==> src/rtl/coffee_order_ctrl.sv <==
// coffee_order_ctrl: payment/order front-end for the coffee brewer.
// Collects coin credit, checks a drink selection against its price, then
// launches the brewer with a one-cycle start pulse and refunds leftover credit
// once the brewer reports done.
// Optional build macro: COIN_TIMEOUT_EN refunds credit automatically after
// TIMEOUT_CYC quiet cycles in COLLECT. When the macro is undefined, COLLECT
// waits indefinitely.
//
// Interface: coin_valid, sel_valid, cancel and brew_done are single-cycle
// strobes with no ready/backpressure. An input is acted on only in the cycle
// it is high. brew_start, change_valid, coin_reject and err_insufficient are
// single-cycle registered pulses. There is no acknowledge from the receiver.
module coffee_order_ctrl #(
    parameter int CREDIT_W         = 6,
    parameter int PRICE_ESPRESSO   = 10,
    parameter int PRICE_AMERICANO  = 12,
    parameter int PRICE_LATTE      = 15,
    parameter int PRICE_CAPPUCCINO = 18,
    parameter int TIMEOUT_CYC      = 1000
) (
    input  logic                clk,
    input  logic                reset,
    input  logic                coin_valid,
    input  logic [3:0]          coin_value,
    input  logic                sel_valid,
    input  logic [1:0]          sel_code,
    input  logic                cancel,
    input  logic                brew_done,
    output logic                brew_start,
    output logic [1:0]          brew_sel,
    output logic [CREDIT_W-1:0] credit,
    output logic                change_valid,
    output logic [CREDIT_W-1:0] change_amt,
    output logic                coin_reject,
    output logic                err_insufficient,
    output logic                busy,
    output logic [2:0]          state
);

    typedef enum logic [2:0] {
        S_IDLE    = 3'd0,
        S_COLLECT = 3'd1,
        S_START   = 3'd2,
        S_BREW    = 3'd3,
        S_CHANGE  = 3'd4
    } state_t;

    // A zero or negative timeout has no meaningful behaviour.
    if (TIMEOUT_CYC < 1) begin : g_bad_timeout
        $error("coffee_order_ctrl: TIMEOUT_CYC must be at least 1");
    end

    state_t                state_q, state_d;
    logic [CREDIT_W-1:0]   credit_q, credit_d;
    logic [CREDIT_W-1:0]   change_amt_q, change_amt_d;
    logic [1:0]            brew_sel_q, brew_sel_d;
    logic                  brew_start_q, brew_start_d;
    logic                  change_valid_q, change_valid_d;
    logic                  coin_reject_q, coin_reject_d;
    logic                  err_insuf_q, err_insuf_d;
    logic                  busy_q, busy_d;

    // One extra bit so an overflowing coin is visible instead of wrapping.
    logic [CREDIT_W:0]     coin_sum;
    logic [CREDIT_W-1:0]   sel_price;
    logic                  timeout_hit;

    function automatic logic [CREDIT_W-1:0] price_of(input logic [1:0] code);
        case (code)
            2'b00:   return CREDIT_W'(PRICE_ESPRESSO);
            2'b01:   return CREDIT_W'(PRICE_AMERICANO);
            2'b10:   return CREDIT_W'(PRICE_LATTE);
            default: return CREDIT_W'(PRICE_CAPPUCCINO);
        endcase
    endfunction

    assign coin_sum  = {1'b0, credit_q} + (CREDIT_W + 1)'(coin_value);
    assign sel_price = price_of(sel_code);

`ifdef COIN_TIMEOUT_EN
    localparam int TMR_W = (TIMEOUT_CYC > 1) ? $clog2(TIMEOUT_CYC) : 1;

    logic [TMR_W-1:0] tmr_q;

    assign timeout_hit = (state_q == S_COLLECT) && (tmr_q == TMR_W'(TIMEOUT_CYC - 1));

    // Quiet-cycle counter: only advances in COLLECT with no customer event;
    // it sits at zero outside COLLECT so entry always starts from zero.
    always_ff @(posedge clk) begin
        if (reset || state_q != S_COLLECT || coin_valid || sel_valid || cancel || timeout_hit) begin
            tmr_q <= '0;
        end else begin
            tmr_q <= tmr_q + 1'b1;
        end
    end
`else
    assign timeout_hit = 1'b0;
`endif

    // State and registered-output update.
    always_ff @(posedge clk) begin
        if (reset) begin
            state_q        <= S_IDLE;
            credit_q       <= '0;
            change_amt_q   <= '0;
            brew_sel_q     <= 2'b00;
            brew_start_q   <= 1'b0;
            change_valid_q <= 1'b0;
            coin_reject_q  <= 1'b0;
            err_insuf_q    <= 1'b0;
            busy_q         <= 1'b0;
        end else begin
            state_q        <= state_d;
            credit_q       <= credit_d;
            change_amt_q   <= change_amt_d;
            brew_sel_q     <= brew_sel_d;
            brew_start_q   <= brew_start_d;
            change_valid_q <= change_valid_d;
            coin_reject_q  <= coin_reject_d;
            err_insuf_q    <= err_insuf_d;
            busy_q         <= busy_d;
        end
    end

    // Next-state and next-output decode. In COLLECT only the highest
    // priority event (cancel, then coin, then sel) is acted on.
    always_comb begin
        state_d        = state_q;
        credit_d       = credit_q;
        change_amt_d   = change_amt_q;
        brew_sel_d     = brew_sel_q;
        brew_start_d   = 1'b0;
        change_valid_d = 1'b0;
        coin_reject_d  = 1'b0;
        err_insuf_d    = 1'b0;

        case (state_q)
            S_IDLE: begin
                if (coin_valid) begin
                    credit_d = CREDIT_W'(coin_value);
                    state_d  = S_COLLECT;
                end
            end

            S_COLLECT: begin
                if (cancel) begin
                    change_amt_d   = credit_q;
                    change_valid_d = 1'b1;
                    coin_reject_d  = coin_valid;
                    state_d        = S_CHANGE;
                end else if (coin_valid) begin
                    if (!coin_sum[CREDIT_W]) begin
                        credit_d = coin_sum[CREDIT_W-1:0];
                    end else begin
                        coin_reject_d = 1'b1;
                    end
                end else if (sel_valid) begin
                    if (credit_q >= sel_price) begin
                        brew_sel_d   = sel_code;
                        credit_d     = credit_q - sel_price;
                        brew_start_d = 1'b1;
                        state_d      = S_START;
                    end else begin
                        err_insuf_d = 1'b1;
                    end
                end else if (timeout_hit) begin
                    change_amt_d   = credit_q;
                    change_valid_d = 1'b1;
                    state_d        = S_CHANGE;
                end
            end

            S_START: begin
                coin_reject_d = coin_valid;
                state_d       = S_BREW;
            end

            S_BREW: begin
                coin_reject_d = coin_valid;
                if (brew_done) begin
                    if (credit_q != '0) begin
                        change_amt_d   = credit_q;
                        change_valid_d = 1'b1;
                        state_d        = S_CHANGE;
                    end else begin
                        state_d = S_IDLE;
                    end
                end
            end

            S_CHANGE: begin
                coin_reject_d = coin_valid;
                credit_d      = '0;
                state_d       = S_IDLE;
            end

            default: begin
                state_d = S_IDLE;
            end
        endcase

        busy_d = (state_d == S_START) || (state_d == S_BREW);
    end

    assign state            = state_q;
    assign credit           = credit_q;
    assign change_amt       = change_amt_q;
    assign brew_sel         = brew_sel_q;
    assign brew_start       = brew_start_q;
    assign change_valid     = change_valid_q;
    assign coin_reject      = coin_reject_q;
    assign err_insufficient = err_insuf_q;
    assign busy             = busy_q;

endmodule

==> config.mk <==
export PLATFORM = sky130hd
export DESIGN_NAME = coffee_order_ctrl
export DESIGN_NICKNAME = d
export VERILOG_FILES = /design/src/rtl/coffee_order_ctrl.sv
export SDC_FILE = /design/constraint.sdc
export NUM_CORES = 1
export LEC_CHECK = 0
export ABC_CLOCK_PERIOD_IN_PS = 4300
export BUFFER_PORTS_ARGS = -buffer_cell sky130_fd_sc_hd__buf_4
export CORE_ASPECT_RATIO = 1.2
export CORE_MARGIN = 2
export CORE_UTILIZATION = 40
export CTS_BUF_LIST = sky130_fd_sc_hd__clkbuf_8
export DETAILED_ROUTE_END_ITERATION = 10
export PLACE_DENSITY_LB_ADDON = 0.08
export SYNTH_ARGS = -nofsm -noshare
export SYNTH_HDL_FRONTEND = slang
export SYNTH_SLANG_ARGS = --single-unit
==> constraint.sdc <==
create_clock -name clk -period 4.3 [get_ports clk]
set_clock_uncertainty 0.05 [all_clocks]
set_input_delay 0.43 -clock clk [delete_from_list [all_inputs] [get_ports clk]]
set_output_delay 0.43 -clock clk [all_outputs]
set_load 0.02 [all_outputs]
==> flow_metrics.tcl <==
set metrics [dict create \
    status "finished clean" \
    grt_pass1_wl_mm 5.50 \
    path_clk_slew_ps 80 \
    power_density_mw_per_mm2 350 \
    syn2layout_area_growth_pct 23.2 \
    final.fill_count 327 \
    drt_first_pass_iters 4 \
    final_nets 220 \
    die_w_um 57.9 \
    grt_pass1_vias 1153 \
    max_freq_mhz 356 \
    yosys_register_bits 22 \
    portBuffers 33 \
    clock-sinks 22 \
    holdWs_ps 394 \
    synthCells 163 \
    initial_utilization 0.418 \
    viasPerCell 5.58 \
    h-tree-depth 1 \
    multi_input_area_um2 875 \
    crit_chain "inv_1 > ha_1 > fa_1 > nand2b_1 > a21oi_2 > o32a_2 > o311a_2 > or4b_1 > a31oi_1" \
    fin_setup_tns_ps 0 \
    yosysWarningCount 0 \
    vias 1283 \
    antenna_cells 0 \
    clk-insertion-delay-late_ps 260 \
    cts_made_buffers 3 \
    critPathSlowestCell "dfxtp_1" \
    setup_ws_ps 1490 \
    die_h_um 68.7 \
    drt_iter0_drc 50 \
    cap_violations 0 \
    syn_nets 189 \
    syn_area_per_cell_um2 8.55 \
    routed_wl_mm 3.53 \
    cp_data_required_time_ps 4440 \
    setup.worst_path.start_class "flip-flop" \
    cts_setup_buffers 0 \
    slew_headroom 0.607 \
    total_power_mw 0.601 \
    cts_buffer_depth 2 \
    worst_pin_slew_ps 588 \
    min_period_over_period 0.654 \
    grt.total_usage 0.180 \
    holdBufCountCts 0 \
    cts_resized 0 \
    power.leakage_nw 0.809 \
    cts_tree "built" \
    gp_congestion 0.830 \
    finalMaxSlewViolations 0 \
    grt_overflow 0 \
    drc 0 \
    post-place-ws_ps 1350 \
    coreArea_mm2 0.00334 \
    antenna_found_initial 0 \
    wl_per_cell_um 15.4 \
    finalHoldViolCount 0 \
    slowest_delay_ps 510 \
    antenna_left 0 \
    irDropWorstVdd_v 0.000280 \
    finalSetupViolations 0 \
    crit_arrival_ps 2950 \
    cts_root_buf "clkbuf_8" \
    post_route_cells_drive_above_1_share 0.218 \
    worst-path-max-fanout 12 \
    grt_max_degree 23 \
    grt_setup_unrepaired "no" \
    period_needed_ps 2810 \
    ys_seq_area_frac 0.316 \
    endpoint_kind "flip-flop" \
    fp.dieArea_mm2 0.00397 \
    dp_hpwl_mm 2.65 \
    seqCellArea_um2 440 \
    crit_type "flip-flop to flip-flop" \
    hold_path.class "input port to flip-flop" \
    netlist_area_mm2 0.00139 \
    io_pins 34 \
    yosysUniqueCellTypes 42 \
    row_count 23 \
]
state kept, by name (all words and copies together) (netlist names):
| register | cells |
|---|---|
| coin_reject | 1 |
| change_valid | 1 |
| brew_start | 1 |
| busy | 1 |
| credit | 6 |
| state | 3 |
| err_insufficient | 1 |
| change_amt | 6 |
| brew_sel | 2 |
routing by layer:
| layer | part of all wire | vias to the layer above | GRT usage | wire [um] |
|---|---|---|---|---|
| met4 | 0 | 0 | 0.0523 | 0 |
| met3 | 0.050 | 0 | 0.0187 | 176 |
| met1 | 0.43 | 590 | 0.230 | 1500 |
| li1 | - | 647 | - | - |
| met5 | 0 | - | 0 | 0 |
| met2 | 0.52 | 46 | 0.322 | 1850 |
cell usage in the layout (no fill, tap or decap), drive strengths merged, types with 2 or more instances in the layout:
cell     n
fa       2
nor3b    3
inv     10
nand3    2
o311a    2
nand2   12
mux2i    8
a21oi    6
xor2     4
a211oi   8
o21ai   10
buf     33
nor3     6
ha      12
a311oi   3
dfxtp   22
nor2    21
a22oi    4
nand2b   4
clkbuf   3
path summary, 6_finish.rpt:
kind,endpoint,depth (start not counted),start,slack [ps]
setup / recovery,credit[5],9,credit[0],1490
hold / removal,brew_sel[0],3,sel_code[0],390
setup reg to reg,credit[5],9,credit[0],1490
hold reg to reg,change_amt[4],2,change_amt[4],450
cells in the mapped netlist:
cell type	count	area share
a21o_1	1	0.0054
o21a_1	1	0.0054
nand2b_1	4	0.018
inv_1	10	0.027
or4b_1	1	0.0072
a211oi_1	8	0.043
nor3_1	6	0.022
nor2_1	20	0.054
nor4_1	1	0.0045
or4_1	1	0.0054
o311ai_1	1	0.0063
o21ai_0	9	0.032
o21ai_1	1	0.0036
a21oi_1	5	0.018
clkbuf_1	4	0.011
nand3_1	2	0.0072
buf_6	1	0.0081
a311oi_1	3	0.019
a21oi_2	1	0.0063
nor3b_1	3	0.016
or2_1	1	0.0045
a31oi_1	1	0.0045
or3b_4	1	0.0081
nor2b_1	1	0.0045
ha_1	12	0.11
o21bai_1	1	0.0054
or3_1	1	0.0045
dfxtp_1	22	0.32
fa_1	2	0.029
o311a_1	1	0.0072
buf_4	2	0.011
o32a_2	1	0.0081
nor2_2	1	0.0045
xor2_1	4	0.025
a2111oi_0	1	0.0063
nand2_1	12	0.032
nand4_1	1	0.0045
xnor2_1	1	0.0063
mux2i_1	8	0.057
nand3b_1	1	0.0054
a22oi_1	4	0.022
o311a_2	1	0.0081
worst max-delay path: cells and delay by family (launching register included):
family | cells | cell delay (ps)
compound gates | 4 | 850
fa+ha+maj | 2 | 620
buf+inv | 1 | 90
flops | 1 | 510
simple gates | 2 | 620
cells by family after synthesis:
logic type                 count (synthesis)  share of synthesized area
and+or+nand+nor                           57                      0.202
AOI/OAI and AO/OA                         40                      0.200
DFF                                       22                      0.316
buffers and inverters                     17                     0.0565
adders and majority gates                 14                      0.136
muxes                                      8                     0.0575
xor gates and xnor gates                   5                     0.0314
report_power, final:
part	internal [mW]	switching, mW	leakage, nW	total (mW)
registers	0.214	0.0217	0.179	0.235
clock network	0.124	0.0658	0.0357	0.190
logic	0.0779	0.0977	0.594	0.176
total	0.416	0.185	0.809	0.601
layout make-up:
cell class / instances / area share
Clock buffer: 3 / 0.0240
Tap cell: 37 / 0.0269
Multi-Input combinational cell: 124 / 0.509
Inverter: 10 / 0.0218
Clock inverter: 1 / 0.0175
Sequential cell: 22 / 0.256
Timing Repair Buffer: 33 / 0.144
stage by stage:
| stage | instances | util | cell area, um^2 |
|---|---|---|---|
| 2_1_floorplan | 163 | - | 1390 |
| 3_3_place_gp | 226 | 0.493 | 1650 |
| 3_5_place_dp | 226 | 0.493 | 1650 |
| 4_1_cts | 230 | 0.515 | 1720 |
| 5_1_grt | 230 | 0.515 | 1720 |
| 6_report | 230 | 0.515 | 1720 |
No activity file was read; power rests on OpenSTA's default activity.
